$ cat src/rtl/key_schedule.sv
// Iterative AES-128 key expansion. Produces round keys 0..10 on request, 2+ cycles each.
// Optional KEY_SCHED_AUTOWRAP_EN: advance at round 10 reloads the stored cipher key.
module key_schedule #(
  parameter int SBOX_LAT = 1  // S-box pipeline depth, 1..4
) (
  input  logic         clk,
  input  logic         rst,
  input  logic [127:0] key,
  input  logic         load,
  input  logic         advance,
  output logic [127:0] round_key,
  output logic [3:0]   round_idx,
  output logic         key_valid,
  output logic         busy,
  output logic         last_round
);

  typedef enum logic [1:0] {IDLE, READY, SUB, MIX} state_t;

  state_t      state, state_nx;
  logic [2:0]  sub_cnt;
  logic [7:0]  rcon;
  logic [31:0] sub_p [SBOX_LAT];
  logic [31:0] sub_word;
  logic [31:0] w0, w1, w2, w3, rot_w3;
  logic [31:0] w0_nx, w1_nx, w2_nx, w3_nx;
  logic        do_adv, do_commit;

  function automatic logic [7:0] xtime(input logic [7:0] b);
    return {b[6:0], 1'b0} ^ (b[7] ? 8'h1B : 8'h00);
  endfunction

  function automatic logic [7:0] gf_mul(input logic [7:0] a, input logic [7:0] b);
    logic [7:0] p, aa;
    p  = 8'h00;
    aa = a;
    for (int i = 0; i < 8; i++) begin
      if (b[i]) p = p ^ aa;
      aa = xtime(aa);
    end
    return p;
  endfunction

  // Inverse as x^254 (0 maps to 0), followed by the AES affine transform.
  function automatic logic [7:0] sbox(input logic [7:0] x);
    logic [7:0] sq, inv;
    sq  = x;
    inv = 8'h01;
    for (int i = 1; i < 8; i++) begin
      sq  = gf_mul(sq, sq);
      inv = gf_mul(inv, sq);
    end
    return inv ^ {inv[6:0], inv[7]} ^ {inv[5:0], inv[7:6]} ^
           {inv[4:0], inv[7:5]} ^ {inv[3:0], inv[7:4]} ^ 8'h63;
  endfunction

  function automatic logic [31:0] sub_word_f(input logic [31:0] w);
    return {sbox(w[31:24]), sbox(w[23:16]), sbox(w[15:8]), sbox(w[7:0])};
  endfunction

  assign w0     = round_key[127:96];
  assign w1     = round_key[95:64];
  assign w2     = round_key[63:32];
  assign w3     = round_key[31:0];
  assign rot_w3 = {w3[23:0], w3[31:24]};

  assign sub_word = sub_p[SBOX_LAT-1];
  assign w0_nx    = w0 ^ sub_word ^ {rcon, 24'h0};
  assign w1_nx    = w1 ^ w0_nx;
  assign w2_nx    = w2 ^ w1_nx;
  assign w3_nx    = w3 ^ w2_nx;

  assign do_adv    = (state == READY) && advance && (round_idx != 4'd10);
  assign do_commit = (state == MIX) && !load;

  assign key_valid  = (state == READY);
  assign busy       = (state == SUB) || (state == MIX);
  assign last_round = key_valid && (round_idx == 4'd10);

  // S-box stages: free-running, round_key is frozen for the whole SUB window
  always_ff @(posedge clk) begin
    sub_p[0] <= sub_word_f(rot_w3);
    for (int i = 1; i < SBOX_LAT; i++) sub_p[i] <= sub_p[i-1];
  end

  always_ff @(posedge clk) begin
    if (rst) state <= IDLE;
    else     state <= state_nx;
  end

  always_comb begin
    state_nx = state;
    if (load) begin
      state_nx = READY;
    end else begin
      case (state)
        READY:   if (do_adv) state_nx = SUB;
        SUB:     if (sub_cnt == 3'(SBOX_LAT - 1)) state_nx = MIX;
        MIX:     state_nx = READY;
        default: state_nx = state;
      endcase
    end
  end

  always_ff @(posedge clk) begin
    if (rst) sub_cnt <= 3'd0;
    else     sub_cnt <= (state == SUB) ? sub_cnt + 3'd1 : 3'd0;
  end

`ifdef KEY_SCHED_AUTOWRAP_EN
  logic [127:0] cipher_key;
  logic         do_wrap;

  assign do_wrap = (state == READY) && advance && (round_idx == 4'd10) && !load;

  always_ff @(posedge clk) begin
    if (load) cipher_key <= key;
  end
`endif

  // Commit stage: round key, index and rcon move together
  always_ff @(posedge clk) begin
    if (rst) begin
      round_key <= 128'h0;
      round_idx <= 4'd0;
      rcon      <= 8'h01;
    end else if (load) begin
      round_key <= key;
      round_idx <= 4'd0;
      rcon      <= 8'h01;
    end else if (do_commit) begin
      round_key <= {w0_nx, w1_nx, w2_nx, w3_nx};
      round_idx <= round_idx + 4'd1;
      rcon      <= xtime(rcon);
`ifdef KEY_SCHED_AUTOWRAP_EN
    end else if (do_wrap) begin
      round_key <= cipher_key;
      round_idx <= 4'd0;
      rcon      <= 8'h01;
`endif
    end
  end

endmodule

$ cat config.mk
export PLATFORM = sky130hd
export DESIGN_NAME = key_schedule
export DESIGN_NICKNAME = d
export VERILOG_FILES = /design/src/rtl/key_schedule.sv
export SDC_FILE = /design/constraint.sdc
export NUM_CORES = 2
export LEC_CHECK = 0
export BUFFER_PORTS_ARGS = -buffer_cell sky130_fd_sc_hd__buf_2
export CAP_MARGIN = 10
export CORE_MARGIN = 2
export CORE_UTILIZATION = 30
export DETAILED_ROUTE_END_ITERATION = 8
export GPL_ROUTABILITY_DRIVEN = 0
export PLACE_DENSITY = 0.48
export SLEW_MARGIN = 20
export SYNTH_ARGS = -nofsm -noshare
export SYNTH_HDL_FRONTEND = slang
export SYNTH_SLANG_ARGS = --single-unit
$ cat constraint.sdc
create_clock -name clk -period 30.1 [get_ports clk]
set_clock_uncertainty 0.05 [all_clocks]
set_input_delay 1.505 -clock clk [delete_from_list [all_inputs] [get_ports clk]]
set_output_delay 1.505 -clock clk [all_outputs]
set_load 0.01 [all_outputs]
==> impl_results.md <==
- Mapped Nets: between 9000 and 10000
- Total of max-cap violations: 0
- End of the worst register-to-register path: sub_p[0][16]$_DFF_P_
- Final hold vios: 0
- Starting Density: 0.3022
- Die Y-Extent: roughly 470 um
- Post_cts resized: 0
- Die area: approximately 220000 um2
- Most area-consuming cells after synthesis: xnor2_1, nor2_1, xnor3_1
- CTS tree: done
- Largest area contributor in the synthesized netlist: xnor2_1
- RSZ-0062 raised after global routing: false
- Dpl hpwl: about 170000 um
- Synthesized area: approximately 66000 um2
- First-pass GRT wire length: around 360000 um
- Via count: around 65000
- Drt drc: 0
- Cells on worst reg2reg path: between 50 and 60
- CP startpoint: round_key[15]$_SDFFE_PP0P_
- Critical Path RT: approximately 30 ns
- GR Util All Layers: 0.2007
- Register area: approximately 3500 um2
- Fillers: between 20000 and 25000
- Area Overhead vs Synth: 8.861%
- Postcts setup bufs: 0
- Vias in the first global route: approximately 60000
- Ys Warns: 0
- CTS H-Tree Depth: 4
- Post-synthesis area per instance: ~7.1 um2
- Worst Path Max Fanout: 25
- DRT Wirelength: 233400 um
- Synth Instances: just over 9000
- Hold crit path type: reg2reg
- Routed Antenna Nets: 0
- Status: finished, final reports clean
- Initial antenna violation count: 12
- Top_reg_cell synth: dfxtp_1
- Clock sinks: between 150 and 200
- #FFs+latches synth: around 180
- 1st-iter DRT viols: between 5000 and 6000
- Core box area: ~220000 um2
- Clk buf depth: 2
- Pin count of the biggest net entering global routing: a little under 100
- Worst slew pin tran: 1.204 ns
- Post-DR vias/cell: 5.377
- Critical Path End: sub_p[0][16]$_DFF_P_
- Post-synth EDFFs: 0
- CP Launch Type: flip-flop
- Area of the multi-input gates: between 50000 and 60000 um2
- Setup crit end kind: flip-flop
- Distinct cell type count of the synthesized netlist: between 100 and 150
- Reg2Reg Setup Slack: about 11 ns
- CTS Buf Count: 17
- Setup TNS: 0 ns
- CTS clk-pin slew, worst paths: ~0.09 ns
- Commonest non-fill, non-tap cell in the layout: xnor2_1
- Sequential area share after synthesis: 0.05394
- Maximum clock frequency: roughly 53 MHz
- Share of flip-flops with an asynchronous set or reset: 0
- Most frequent cells in the layout: xnor2_1, nor2_1, nand2_1
- Worst Path Arrival: around 19 ns
- Final period util: 0.6287
- WL per Instance: ~19 um
- Number of port buffers: around 270
- Rows: roughly 170
- Root Driver: clkbuf_16
- DIE WIDTH: roughly 470 um
- Most Frequent Cell on Critical Path: xnor2_1
- Slew headroom: 0.1947
- Worst path slowest cell: and2_1
- Nets: roughly 9400
- First-pass DRT Iterations: 6
- Endpoints failing setup: 0
- Cts-stage hold buffer count: 0
- Slew Viols, Final: 0
- Share of cells above drive strength 1: 0.1049
- Fin crit period: 18.92 ns
- Type of the worst setup path: reg2reg
- Clk Latency, worst-skew pair: 0.56 ns
- Synth top area share: 0.2480
- Crit path largest cell delay: ~0.81 ns
- Top Ports: between 200 and 300
- GR Overflow Total: 0
- RR Startpoint: round_key[15]$_SDFFE_PP0P_
## Yosys cell counts, types with 31 or more instances
cell,count
a221oi_1,32
clkbuf_1,466
inv_1,96
o21ai_0,444
a31oi_1,79
o32ai_1,34
and2_1,41
xnor2_1,1860
ha_1,32
mux2_2,35
nand3_1,182
xnor3_1,220
nor2b_1,68
buf_2,119
a211oi_1,91
nor4_1,37
nor3_1,230
xor2_1,526
xnor2_2,97
o211ai_1,62
mux2i_1,194
o31ai_1,39
a22oi_1,48
a21oi_1,681
and3_1,40
nor2_1,1495
o221ai_1,31
nand2_1,851
buf_1,47
dfxtp_1,177
or3_1,109
nand2b_1,65
o22ai_1,142
## cell families (layout without fill, tap and decap cells)
group,Yosys count,in the layout,share of synthesized area
flops,177,177,0.05394
buf+inv,776,718,0.04833
xor+xnor,2776,2776,0.4420
other cells,0,14,0
mux,239,239,0.03800
compound gates,2039,2039,0.1954
simple gates,3256,3256,0.2158
fa+ha+maj,35,35,0.006553
## critical path: cells and delay by family (launching register included)
family / cells / cell delay, ns
XOR/XNOR: 25 / 6.54
AO/OA/AOI/OAI: 13 / 4.00
AND/OR/NAND/NOR: 7 / 3.26
buffers and inverters: 6 / 1.83
adder cells (fa/ha/maj): 3 / 1.49
multiplexers: 4 / 0.80
flip-flops: 1 / 0.78
## how the worst min path moves through the flow
stage                                from                    end  slack, ns  cells past startpoint
floorplan           sub_cnt[0]$_SDFF_PP0_  sub_cnt[0]$_SDFF_PP0_       0.37                      1
CTS                 sub_cnt[0]$_SDFF_PP0_  sub_cnt[0]$_SDFF_PP0_       0.41                      1
global route        sub_cnt[0]$_SDFF_PP0_  sub_cnt[0]$_SDFF_PP0_       0.42                      1
finish              sub_cnt[0]$_SDFF_PP0_  sub_cnt[0]$_SDFF_PP0_       0.41                      1
detailed placement  sub_cnt[0]$_SDFF_PP0_  sub_cnt[0]$_SDFF_PP0_       0.40                      1
global placement    sub_cnt[0]$_SDFF_PP0_  sub_cnt[0]$_SDFF_PP0_       0.38                      1
## sequential cells by signal, summed over array words and instances (netlist names)
name and cells:
rcon 8, round_idx 4, round_key 128, state 2, sub_cnt 3, sub_p 32
## layout make-up
| class | instances | area share |
|---|---|---|
| tap | 2854 | 0.04994 |
| inverter | 118 | 0.006194 |
| sequential | 177 | 0.04955 |
| timing repair buffer | 568 | 0.05060 |
| antenna | 14 | 0.0004899 |
| clock buffer | 17 | 0.005949 |
| clock inverter | 15 | 0.002730 |
| multi-input combinational | 8345 | 0.8345 |
## per-layer routing
metal | vias to the layer above | GRT usage | part of all wire
li1 | 31740 | - | -
met1 | 31320 | 0.2710 | 0.45
met2 | 1807 | 0.3358 | 0.47
met3 | 230 | 0.01477 | 0.043
met4 | 0 | 0.06846 | 0.032
met5 | - | 0 | 0
## per-stage QoR
step,cell area (um2),setup slack [ns],std cells,hold slack (ns),utilization
6_report,71510,11.18,12110,0.4113,0.3289
5_1_grt,71510,9.437,12110,0.4174,0.3289
3_3_place_gp,70750,11.79,12060,0.3818,0.3255
3_5_place_dp,70790,11.46,12060,0.3965,0.3256
2_1_floorplan,65690,14.41,9298,0.3673,-
4_1_cts,71410,11.37,12090,0.4091,0.3285
Power is not shown: default switching activity piles up to over one toggle a cycle in this logic, so the estimate is an artifact.
